File: config.mk
export PLATFORM = sky130hd
export DESIGN_NAME = door_bank_ctrl
export DESIGN_NICKNAME = d
export VERILOG_FILES = /design/src/rtl/door_pkg.sv /design/src/rtl/door_channel.sv /design/src/rtl/door_bank_ctrl.sv
export SDC_FILE = /design/constraint.sdc
export NUM_CORES = 1
export LEC_CHECK = 0
export CELL_PAD_IN_SITES_DETAIL_PLACEMENT = 1
export CELL_PAD_IN_SITES_GLOBAL_PLACEMENT = 1
export CORE_MARGIN = 2
export CORE_UTILIZATION = 38
export CTS_CLUSTER_SIZE = 16
export DETAILED_ROUTE_END_ITERATION = 8
export MAX_ROUTING_LAYER = met4
export PLACE_DENSITY = 0.7
export SLEW_MARGIN = 20
export SYNTH_ARGS = -nofsm -noshare
export SYNTH_HDL_FRONTEND = slang
export SYNTH_SLANG_ARGS = --single-unit
File: constraint.sdc
create_clock -name clk_2Hz -period 3.4 [get_ports clk_2Hz]
set_clock_uncertainty 0.05 [all_clocks]
set_input_delay 0.68 -clock clk_2Hz [delete_from_list [all_inputs] [get_ports clk_2Hz]]
set_output_delay 0.68 -clock clk_2Hz [all_outputs]
set_load 0.005 [all_outputs]
File: src/rtl/door_pkg.sv
// Shared types and defaults for the parking gate bank.
// Imported by the gate channel and the bank controller.
package door_pkg;

  typedef enum logic [1:0] {
    IDLE,
    PENDING,
    OPEN,
    HOLD
  } door_state_t;

  localparam int DEF_OPEN_TICKS = 20;
  localparam int DEF_MAX_OPEN   = 2;

  // Width of at least one bit, even when $clog2 collapses to zero
  function automatic int clog2_safe(input int v);
    int r;
    r = $clog2(v);
    return (r < 1) ? 1 : r;
  endfunction

endpackage

File: src/rtl/door_channel.sv
// One parking gate: request edge detect, state machine,
// blink counter and LED.
module door_channel
  import door_pkg::*;
#(
  parameter int OPEN_TICKS = DEF_OPEN_TICKS,
  parameter int CNT_W      = clog2_safe(OPEN_TICKS + 1)
) (
  input  logic clk_2Hz,
  input  logic reset,
  input  logic req,
  input  logic grant,
  input  logic obstruct,
  output logic is_pending,
  output logic is_busy,
  output logic busy_nxt,
  output logic led
);

  door_state_t      r_state;
  logic [CNT_W-1:0] r_cnt;
  logic             r_led;
  logic             r_prev;
  logic             w_edge;
  logic             w_last;

  assign w_edge = req & ~r_prev;
  assign w_last = (r_cnt == CNT_W'(OPEN_TICKS));

  always_ff @(posedge clk_2Hz) begin
    if (!reset) begin
      r_state <= IDLE;
      r_cnt   <= '0;
      r_led   <= 1'b0;
      r_prev  <= 1'b0;
    end else begin
      r_prev <= req;
      unique case (r_state)
        IDLE: begin
          if (w_edge) r_state <= PENDING;
        end
        PENDING: begin
          if (grant) begin
            r_state <= OPEN;
            r_cnt   <= CNT_W'(1);
            r_led   <= 1'b1;
          end
        end
        OPEN: begin
          if (!w_last) begin
            r_cnt <= r_cnt + CNT_W'(1);
            r_led <= ~r_led;
          end else if (obstruct) begin
            r_state <= HOLD;
            r_led   <= 1'b1;
          end else begin
            r_state <= IDLE;
            r_led   <= 1'b0;
            r_cnt   <= '0;
          end
        end
        HOLD: begin
          if (!obstruct) begin
            r_state <= IDLE;
            r_led   <= 1'b0;
            r_cnt   <= '0;
          end
        end
        default: r_state <= IDLE;
      endcase
    end
  end

  // Lets the bank register a popcount that matches door_busy
  assign busy_nxt =
    ((r_state == PENDING) && grant) ||
    ((r_state == OPEN) && !(w_last && !obstruct)) ||
    ((r_state == HOLD) && obstruct);

  assign is_pending = (r_state == PENDING);
  assign is_busy    = (r_state == OPEN) || (r_state == HOLD);
  assign led        = r_led;

endmodule

File: src/rtl/door_bank_ctrl.sv
// Bank of parking gates sharing a round-robin grant
// and a cap on simultaneously open gates.
module door_bank_ctrl
  import door_pkg::*;
#(
  parameter int N_DOORS    = 4,
  parameter int OPEN_TICKS = DEF_OPEN_TICKS,
  parameter int MAX_OPEN   = DEF_MAX_OPEN,
  parameter int CNT_W      = clog2_safe(OPEN_TICKS + 1)
) (
  input  logic                         clk_2Hz,
  input  logic                         reset,
  input  logic [N_DOORS-1:0]           open_req,
  input  logic [N_DOORS-1:0]           obstruct,
  output logic [N_DOORS-1:0]           door_led,
  output logic [N_DOORS-1:0]           door_busy,
  output logic [N_DOORS-1:0]           pending,
  output logic [$clog2(N_DOORS+1)-1:0] open_count
);

  localparam int OC_W = $clog2(N_DOORS + 1);
  localparam int PW   = clog2_safe(N_DOORS);

  logic [N_DOORS-1:0] w_grant;
  logic [N_DOORS-1:0] w_busy_nxt;
  logic [PW-1:0]      r_rr;
  logic [PW-1:0]      w_rr_nxt;
  logic [OC_W-1:0]    r_open_cnt;
  logic [OC_W-1:0]    w_cnt_nxt;
  logic               w_room;

  assign w_room = (r_open_cnt < OC_W'(MAX_OPEN));

  // Descending distance scan: the nearest pending gate from r_rr wins last
  always_comb begin
    w_grant  = '0;
    w_rr_nxt = r_rr;
    for (int k = N_DOORS - 1; k >= 0; k--) begin
      for (int i = 0; i < N_DOORS; i++) begin
        if (w_room && pending[i] &&
            ((int'(r_rr) + k) % N_DOORS == i)) begin
          w_grant    = '0;
          w_grant[i] = 1'b1;
          w_rr_nxt   = PW'((i + 1) % N_DOORS);
        end
      end
    end
  end

  always_comb begin
    w_cnt_nxt = '0;
    for (int i = 0; i < N_DOORS; i++) begin
      w_cnt_nxt = w_cnt_nxt + OC_W'(w_busy_nxt[i]);
    end
  end

  always_ff @(posedge clk_2Hz) begin
    if (!reset) begin
      r_rr       <= '0;
      r_open_cnt <= '0;
    end else begin
      r_rr       <= w_rr_nxt;
      r_open_cnt <= w_cnt_nxt;
    end
  end

  assign open_count = r_open_cnt;

  for (genvar g = 0; g < N_DOORS; g++) begin : g_ch
    door_channel #(
      .OPEN_TICKS(OPEN_TICKS),
      .CNT_W     (CNT_W)
    ) u_ch (
      .clk_2Hz   (clk_2Hz),
      .reset     (reset),
      .req       (open_req[g]),
      .grant     (w_grant[g]),
      .obstruct  (obstruct[g]),
      .is_pending(pending[g]),
      .is_busy   (door_busy[g]),
      .busy_nxt  (w_busy_nxt[g]),
      .led       (door_led[g])
    );
  end

endmodule

Word-level counts from Yosys, hierarchy flattened
Cells that the tools add are included.
{ "totals": {"ff_bits": 41, "out_inout_bits": 15} }
{ "classes": {"n_addsub": 10, "n_lt_le_gt_ge": 1, "n_eq_ne": 44, "mux": 91, "n_bitwise": 16, "n_reduce_logical": 85} }
{ "op_table": {"columns": ["cell", "n"], "rows": [
  ["32-bit zero test", 4],
  ["2-bit two-way mux", 35],
  ["4-bit two-way mux", 15],
  ["5-bit two-way mux", 12],
  ["5-bit one-hot mux with 3 select lines", 4],
  ["1-bit logical AND", 36],
  ["2-bit one-hot mux with 4 select lines", 4],
  ["5-bit by 1-bit adder with 5-bit output, second input constant", 4],
  ["2-bit == test, second input constant", 10],
  ["5-bit == test, second input constant", 4],
  ["3-bit == test, second input constant", 6],
  ["1-bit two-way mux", 17],
  ["2-bit by 1-bit inequality test with 1-bit output, second input constant", 8],
  ["2-bit inequality test, second input constant", 8],
  ["4-bit AND reduction", 4],
  ["15-bit nonzero test", 1],
  ["1-bit logical OR", 12],
  ["1-bit one-hot mux with 3 select lines", 4],
  ["3-bit AND reduction", 4],
  ["3-bit nonzero test", 4],
  ["2-bit by 1-bit == test with 1-bit output, second input constant", 5],
  ["3-bit by 2-bit == test with 1-bit output, second input constant", 3],
  ["1-bit inverter", 9],
  ["1-bit zero test", 8],
  ["other kinds (11)", 26]
]} }

Depth between registers and ports, before layout
Gate-level depths: netlist of the first run.
{ "logic_depth": {"word_depth": 27, "mapped_depth": 10} }

Modules after synthesis
From an unflattened synthesis of the first run, not the netlist that was laid out.
{ "hier_totals": {"hier_cells": 293, "hier_area_um2": 2508.7} }
{ "modules_own_cells": {"columns": ["module", "instances", "cells_per_inst", "area_per_inst_um2"], "rows": [
  ["door_channel at g_ch[0].u_ch ...", 3, 61, 534.3],
  ["door_channel at g_ch[3].u_ch", 1, 61, 524.3],
  ["door_bank_ctrl", 1, 49, 381.6]
]} }

Worst setup path after synthesis of the first run
OpenSTA, ideal clock, no wires.
{ "synth_path": {"path_kind": "register to register", "start": "register r_open_cnt[1], in the netlist open_count[1]", "end": "register r_open_cnt[1], in the netlist open_count[1]", "t_arrival_ns": 2.747, "t_required_ns": 3.235, "slack_ns": 0.488, "stages_incl_launch_ff": 11, "path_buffers": 2, "period_less_slack_ns": 2.912, "path_cell_list": "dfxtp_1 -> buf_6 -> or4b_4 -> buf_6 -> and2_0 -> o221a_2 -> or2_1 -> fa_1 -> ha_1 -> ha_1 -> and2_1"} }
{ "synth_via": {"elab_chain_cells": 25, "elab_cells_between_ends": 52, "classes_between": "add/sub: 3; order compare: 1; mux: 16; reduce/logical: 32"} }
{ "synth_lines": {"columns": ["item", "line", "text"], "rows": [
  ["from (decl)", "door_bank_ctrl.sv:28", "logic [OC_W-1:0] r_open_cnt;"],
  ["from (signal assigned)", "door_bank_ctrl.sv:63", "r_open_cnt <= w_cnt_nxt;"],
  ["3-bit by 2-bit < comparator with 1-bit output *", "door_bank_ctrl.sv:32", "assign w_room = (r_open_cnt < OC_W'(MAX_OPEN));"],
  ["1-bit logical AND (2 in a row)", "door_bank_ctrl.sv:40", "if (w_room && pending[i] &&"],
  ["1-bit two-way mux", "door_bank_ctrl.sv:40", null],
  ["4-bit two-way mux (14 in a row)", "door_bank_ctrl.sv:40", null],
  ["4-bit two-way mux *", "door_bank_ctrl.sv:40", null],
  ["1-bit logical AND", "door_channel.sv:76", "((r_state == PENDING) && grant) ||"],
  ["1-bit logical OR", "door_channel.sv:76", null],
  ["1-bit logical OR", "door_channel.sv:77", "((r_state == OPEN) && !(w_last && !obstruct)) ||"],
  ["1-bit by 1-bit adder with 2-bit output", "door_bank_ctrl.sv:53", "w_cnt_nxt = w_cnt_nxt + OC_W'(w_busy_nxt[i]);"],
  ["2-bit by 1-bit adder with 3-bit output", "door_bank_ctrl.sv:53", null],
  ["3-bit by 1-bit adder with 3-bit output *", "door_bank_ctrl.sv:53", null],
  ["via w_cnt_nxt[1]", "door_bank_ctrl.sv:29", "logic [OC_W-1:0] w_cnt_nxt;"]
]} }
The timed path passes the listed nets; every way through them passes the cells marked *.
A chain may end at the register's enable or synchronous reset.

Worst setup path in the final report of the first run
{ "layout_path": {"start": "register g_ch[2].u_ch.r_state[0]", "end": "register r_open_cnt[1], in the netlist open_count[1]"} }
{ "layout_via": {"elab_chain_cells": 23, "elab_cells_between_ends": 39, "classes_between": "add/sub: 3; eq/ne: 3; mux: 14; reduce/logical: 19"} }
{ "layout_lines": {"columns": ["item", "line", "text"], "rows": [
  ["from (decl)", "door_channel.sv:20", "door_state_t r_state;"],
  ["from (signal assigned)", "door_channel.sv:32", "r_state <= IDLE;"],
  ["from (signal assigned)", "door_channel.sv:40", "if (w_edge) r_state <= PENDING;"],
  ["from (signal assigned)", "door_channel.sv:44", "r_state <= OPEN;"],
  ["2-bit by 1-bit == test with 1-bit output", "door_channel.sv:76, door_channel.sv:80", null],
  ["1-bit logical AND (2 in a row)", "door_bank_ctrl.sv:40", null],
  ["4-bit two-way mux (14 in a row)", "door_bank_ctrl.sv:40", null],
  ["1-bit logical AND", "door_channel.sv:76", null],
  ["1-bit logical OR", "door_channel.sv:76", null],
  ["1-bit logical OR", "door_channel.sv:77", null],
  ["1-bit by 1-bit adder with 2-bit output", "door_bank_ctrl.sv:53", null],
  ["2-bit by 1-bit adder with 3-bit output", "door_bank_ctrl.sv:53", null],
  ["3-bit by 1-bit adder with 3-bit output *", "door_bank_ctrl.sv:53", null],
  ["via w_cnt_nxt[1]", "door_bank_ctrl.sv:29", null]
]} }
Marked as above.

==> qor.yml, run 1 <==
outcome:
  status: "finished, final reports clean"
timing:
  worst_slew_pin_slew_ps: 772
  relSlewSlack_pct: 48.5
  fin_crit_ps: 3060
  rsz0062_at_grt: "no"
  period_share_pct: 90.1
  report.final.slew_viol_count: 0
  fmax_mhz: 327
  final.setup.tns_ps: 0
  setup_viol: 0
  hold_viol_final: 0
final_layout:
  syn_to_final_growth_pct: 11.5
  diodes: 0
  num-fill-cells: 829
  num-nets-final: 342
  multi_input_area_mm2: 0.00156
  stdcell_count: 402
  layout-drive-gt1-share_pct: 9.94
  regArea_um2: 821
clock_network:
  post_cts_resized: 0
  cts_max_level: 2
  clock_latency_ps: 300
  cts_setup_buffers: 0
  numClockSinks: 41
  numCtsBuffers: 5
  cts_tree: "done"
  hold_buffers: 0
  max-clock-path-buffers: 2
  cts-root-buf: "clkbuf_8"
  clkTransAtPathRegs_ps: 90
critical_path:
  crit_path_max_incr_delay_ps: 580
  crit_type: "register to register"
  slowest_stage: "or4b_4"
  crit_arrival_ps: 3220
  critPathLaunchType: "register"
  rr_worst_depth: 8
  worstPathMaxFanout: 12
  rr_endpoint: "open_count[1]"
  worstSetupEndpointType: "register"
  crit_top_cell: "ha_1"
  setup.worst_path.start: "g_ch[2].u_ch.r_state[0]"
  required_ps: 3550
  r2r_slack_ps: 340
  cp_cell_sequence: "or4b_4 > and2_0 > o221a_2 > or2_1 > fa_1 > ha_1 > ha_1 > and2_1"
  worst_r2r_startpoint: "g_ch[2].u_ch.r_state[0]"
logic_synthesis:
  yosysMostFrequentCell: "dfxtp_1"
  syn-num-nets: 336
  netlist.area_leader.share_pct: 31.2
  synth_edf_count: 0
  synth_top_area_cell: "dfxtp_1"
  syn_area_mm2: 0.00263
  synth_common_cells: "41 x dfxtp_1, 27 x nand2_1, 18 x a21oi_1"
  dominantRegCellSynth: "dfxtp_1"
  yosys-top-cells-area: "dfxtp_1 31%, ha_1 4.8%, nand2_1 3.8%"
  synthCells: 315
  postSynth.asyncResetShare_pct: 0
  ys_seq_elements: 41
  postSynthAreaPerCell_um2: 8.36
  synth-seq-area-share_pct: 31.2
  synth_warnings: 0
  synthDistinctLibCells: 67
drt:
  wl_per_cell_um: 16.7
  route.detailed.drc: 0
  routed_wl_um: 6700
  drt-pass1-iter-count: 4
  ant_nets: 0
  dr.first_iter.drc_count: 101
  via_per_inst: 5.84
  vias: 2346
placement:
  port_buffers: 24
  placed_cells: 394
  place_hpwl_um: 4860
  gp_congestion: 0.841
hold_path:
  hold_start: "g_ch[0].u_ch.r_cnt[1]"
  min_path_cells: 2
  hold_class: "register to register"
  hold_end: "g_ch[0].u_ch.r_cnt[1]"
global_route:
  grt_pass1_vias: 2289
  grt_overflow: 0
  antenna_found_initial: 0
  grt_max_degree: 22
  grt_use_total_pct: 19.4
  grt_pass1_wl_um: 11400
floorplan:
  die-area_mm2: 0.00761
  ios: 25
  die-width_um: 87.2
  coreArea_mm2: 0.00676
  rows: 30
  die_h_um: 87.2
  initial_utilization_pct: 39.0
power_and_ir_drop:
  power.leakage_nw: 1.05
  vdd_ir_drop_max_v: 0.000366
  power.density_mw_per_mm2: 737
job:
  drv_cap: 0
layer usage:
layer	global-route usage, %	part of all wire [%]	vias to the layer above
li1	-	-	1172
met1	26.4	51	1144
met2	29.8	45	26
met3	3.79	3.1	4
met4	4.20	0.75	0
met5	-	0	-
cells in the final DEF (no fill, tap or decap), types with 3 or more instances in the layout:
cell type,instances
nor3b_1,4
a21oi_1,18
and4b_1,3
ha_1,10
dfxtp_1,41
inv_1,17
o21a_1,4
buf_4,8
o22ai_1,3
and2_1,10
clkbuf_8,5
nor2b_1,9
nand3_1,17
nand4b_1,5
nor3_1,6
nor2_1,8
clkdlybuf4s50_1,24
a211oi_1,5
nand2b_1,3
o211a_1,3
o21ai_0,14
a31oi_1,5
o211ai_1,7
o32ai_1,3
o31ai_1,4
nand2_1,27
kinds of logic after synthesis:
logic type,count (synthesis),share of synthesized area [%]
AO/OA/AOI/OAI,97,27.1
adder cells (fa/ha/maj),12,5.89
XOR/XNOR,2,0.666
buffers and inverters,50,9.51
multiplexers,2,0.808
flip-flops,41,31.2
AND/OR/NAND/NOR,111,24.8
metrics by stage:
stage / instance area (um2) / setup WS (ps) / utilization, % / hold slack, ps / total power [W]
floorplan: 2630 / 488 / - / 428 / 0.00154
global placement: 2850 / 427 / 42.1 / 453 / 0.00182
detailed placement: 2850 / 361 / 42.1 / 455 / 0.00183
CTS: 2940 / 348 / 43.5 / 470 / 0.00218
global route: 2940 / 198 / 43.5 / 497 / 0.00236
finish: 2940 / 338 / 43.5 / 470 / 0.00217
worst max path at each step:
stage	slack [ps]	cells past startpoint	to
2_1_floorplan	490	10	open_count[1]
3_3_place_gp	430	9	open_count[1]
3_5_place_dp	360	8	open_count[1]
4_1_cts	350	8	open_count[1]
5_1_grt	200	9	open_count[1]
6_report	340	8	open_count[1]
critical path: cells and delay by family, from the launching register on:
kind / cells / cell delay [ps]
AND/OR/NAND/NOR: 4 / 1180
AO/OA/AOI/OAI: 1 / 280
adder cells (fa/ha/maj): 3 / 930
flip-flops: 1 / 520
registers in the layout, summed over array words and instances (netlist names):
register and cells:
g_ch.u_ch.r_cnt 20, g_ch.u_ch.r_state 8, g_ch.u_ch.led 4, g_ch.u_ch.r_prev 4
open_count 3, r_rr 2
cell type report:
| type | instances | share of cell area (%) |
|---|---|---|
| Sequential cell | 41 | 28.0 |
| Clock buffer | 5 | 2.34 |
| Multi-Input combinational cell | 224 | 53.2 |
| Clock inverter | 3 | 0.724 |
| Tap cell | 80 | 3.41 |
| Timing Repair Buffer | 32 | 10.2 |
| Inverter | 17 | 2.17 |
power breakdown:
group          internal, W  total [W]  switching, W
registers         0.000590   0.000764      0.000174
clock network     0.000146   0.000337      0.000191
logic             0.000515    0.00106      0.000549
Note: power is estimated with default switching activity, not from simulation.
==> run 2, diff against run 1 <==
==> constraint.sdc (replaced) <==
create_clock -name clk_2Hz -period 3.45 [get_ports clk_2Hz]
set_clock_uncertainty 0.05 [all_clocks]
set_input_delay 0.69 -clock clk_2Hz [delete_from_list [all_inputs] [get_ports clk_2Hz]]
set_output_delay 0.69 -clock clk_2Hz [all_outputs]
set_load 0.005 [all_outputs]
==> run 2 against run 1 <==
Fmax rose by 1.1%. Largest cell class unchanged. Critical path depth is the same. Non-clock buffer count down 2. First-iteration DRC count increased by 13%. Largest power group unchanged. Clock power rose by 11%. Setup slack better by 84 ps. Cell count is 0.50% lower. Routed wire length is 0.42% higher.
==> qor.yml, run 2 (synthesis results as in run 1) <==
floorplan:
  die-width_um: 87.2  # unchanged
  coreArea_mm2: 0.00676  # unchanged
  rows: 30  # unchanged
  die-area_mm2: 0.00761  # unchanged
  die_h_um: 87.2  # unchanged
  initial_utilization_pct: 39.0  # unchanged
  ios: 25  # unchanged
outcome:
  status: "finished, final reports clean"  # unchanged
final_layout:
  diodes: 0  # unchanged
  fin_area_mm2: 0.00294  # unchanged
  final_common_cell: "dfxtp_1"  # unchanged
  layout-drive-gt1-share_pct: 9.38  # was 9.94%
  stdcell_count: 400  # was 402
  syn_to_final_growth_pct: 11.5  # unchanged
  num-nets-final: 340  # was 342
  layout_common_cells: "41 x dfxtp_1, 27 x nand2_1, 24 x clkdlybuf4s50_1"  # unchanged
  top_regs: "g_ch.u_ch.r_cnt: 20 flops, g_ch.u_ch.r_state: 8 flops"  # unchanged
  largest_register_ffs: 20  # unchanged
  regMostFlops: "g_ch.u_ch.r_cnt"  # unchanged
critical_path:
  cp_cell_sequence: "or4b_4 > and2_0 > o221a_2 > or2_1 > fa_1 > ha_1 > ha_1 > and2_1"  # unchanged
  required_ps: 3610  # was 3550 ps
  slowest_stage: "or4b_4"  # unchanged
  crit_path_max_incr_delay_ps: 660  # was 580 ps
  critPathLaunchType: "register"  # unchanged
  crit_arrival_ps: 3190  # was 3220 ps
  worstPathMaxFanout: 13  # was 12
  crit_type: "register to register"  # unchanged
  crit_top_cell: "ha_1"  # unchanged
  worstSetupEndpointType: "register"  # unchanged
  path_delay_family: "simple AND/OR/NAND/NOR gates"  # unchanged
  cp_num_buf_inv: 0  # unchanged
power_and_ir_drop:
  seqPwrFrac_pct: 35.9  # was 35.3%
  p_sw_share_pct: 41.6  # was 42.2%
  p_clk_share_pct: 17.3  # was 15.6%
  vdd_ir_drop_max_v: 0.000272  # was 0.000366 V
  power.leakage_nw: 1.05  # about the same
  p_int_w: 0.00127  # was 0.00125 W
  switching_power_w: 0.000900  # was 0.000914 W
  power.density_mw_per_mm2: 737  # about the same
  power_w: 0.00216  # was 0.00217 W
  pwr-share-comb_pct: 46.8  # was 49.2%
global_route:
  grt_use_met3_pct: 3.79  # unchanged
  grt_use_total_pct: 19.5  # was 19.4%
  grt_max_degree: 33  # was 22
  grt_use_met2_pct: 30.0  # was 29.8%
  gr-max-usage-layer: "met2"  # unchanged
  antenna_found_initial: 0  # unchanged
  grt_overflow: 0  # unchanged
  grt_util_met1_pct: 26.5  # was 26.4%
  grt_pass1_wl_um: 11500  # was 11400 um
  grt_pass1_vias: 2326  # was 2289
placement:
  placed_cells: 392  # was 394
  port_buffers: 24  # unchanged
  place_hpwl_um: 4840  # was 4860 um
  gp_congestion: 0.807  # was 0.841
  placed_area_mm2: 0.00283  # was 0.00285 mm2
timing:
  final.setup.tns_ps: 0  # unchanged
  relSlewSlack_pct: 46.1  # was 48.5%
  fmax_mhz: 330  # was 327 MHz
  period_share_pct: 87.8  # was 90.1%
  worst_slew_pin_slew_ps: 807  # was 772 ps
  report.final.slew_viol_count: 0  # unchanged
  whs_ps: 475  # was 470 ps
  rsz0062_at_grt: "no"  # unchanged
  hold_viol_final: 0  # unchanged
  setup_viol: 0  # unchanged
  fin_crit_ps: 3030  # was 3060 ps
drt:
  routed_wl_um: 6730  # was 6700 um
  drt-pass1-iter-count: 4  # unchanged
  vias: 2378  # was 2346
  route.detailed.drc: 0  # unchanged
  dr.first_iter.drc_count: 114  # was 101
  via_per_inst: 5.95  # was 5.84
  wl_per_cell_um: 16.8  # was 16.7 um
  ant_nets: 0  # unchanged
clock_network:
  cts_max_level: 2  # unchanged
  clkTransAtPathRegs_ps: 90  # about the same
  cts_tree: "done"  # unchanged
  cts-root-buf: "clkbuf_8"  # unchanged
  max-clock-path-buffers: 2  # unchanged
  cts_setup_buffers: 0  # unchanged
  clock_latency_ps: 300  # about the same
  post_cts_resized: 0  # unchanged
  hold_buffers: 0  # unchanged
  numCtsBuffers: 5  # unchanged
  numClockSinks: 41  # unchanged
job:
  drv_cap: 0  # unchanged
hold_path:
  hold_class: "register to register"  # unchanged
==> run 2: changes by cell type in the layout (fill, tap and decap cells not counted) <==
cell and change:
buf_4 -2, clkbuf_8 +2, clkinv_2 -1, clkinvlp_4 -1
==> run 2: stage by stage <==
step | setup slack [ps] | util, %
2_1_floorplan | 538 | -
3_3_place_gp | 475 | 41.9
5_1_grt | 274 | 43.5
3_5_place_dp | 432 | 41.9
6_report | 421 | 43.5
4_1_cts | 430 | 43.5
==> run 2: layout make-up <==
type	instances	area, um2
sequential	41	821
timing repair buffer	30	285
fill	816	3820
clock buffer	7	96.3
tap	80	100
inverter	17	63.8
clock inverter	1	8.76
multi-input combinational	224	1560
==> run 2: routing by layer <==
layer | vias to the layer above | part of all wire (%)
met5 | - | 0
met4 | 0 | 1.0
met3 | 5 | 3.0
met2 | 30 | 46
met1 | 1174 | 50
li1 | 1169 | -
==> run 2: final timing paths <==
| kind | startpoint | endpoint | slack, ps | cells past startpoint |
|---|---|---|---|---|
| setup / recovery | g_ch[2].u_ch.r_state[1] | open_count[1] | 420 | 8 |
| hold / removal | g_ch[0].u_ch.r_cnt[1] | g_ch[0].u_ch.r_cnt[1] | 480 | 2 |
| setup reg to reg | g_ch[2].u_ch.r_state[1] | open_count[1] | 420 | 8 |
| hold reg to reg | g_ch[0].u_ch.r_cnt[1] | g_ch[0].u_ch.r_cnt[1] | 480 | 2 |
==> run 2: worst register-to-register path, delay by kind of cell, from the launching register on <==
kind            cells  cell delay (ps)
compound gates      1              280
fa+ha+maj           3              910
flops               1              440
simple gates        4             1270
==> run 2: power by group through the flow <==
stage	Sequential, W	Clock (W)	Combinational, W
after floorplan	0.000661	0	0.000852
after CTS	0.000774	0.000386	0.00102
after global placement	0.000779	0	0.00100
after global routing	0.000806	0.000402	0.00113
final	0.000777	0.000374	0.00101
after detailed placement	0.000785	0	0.00101
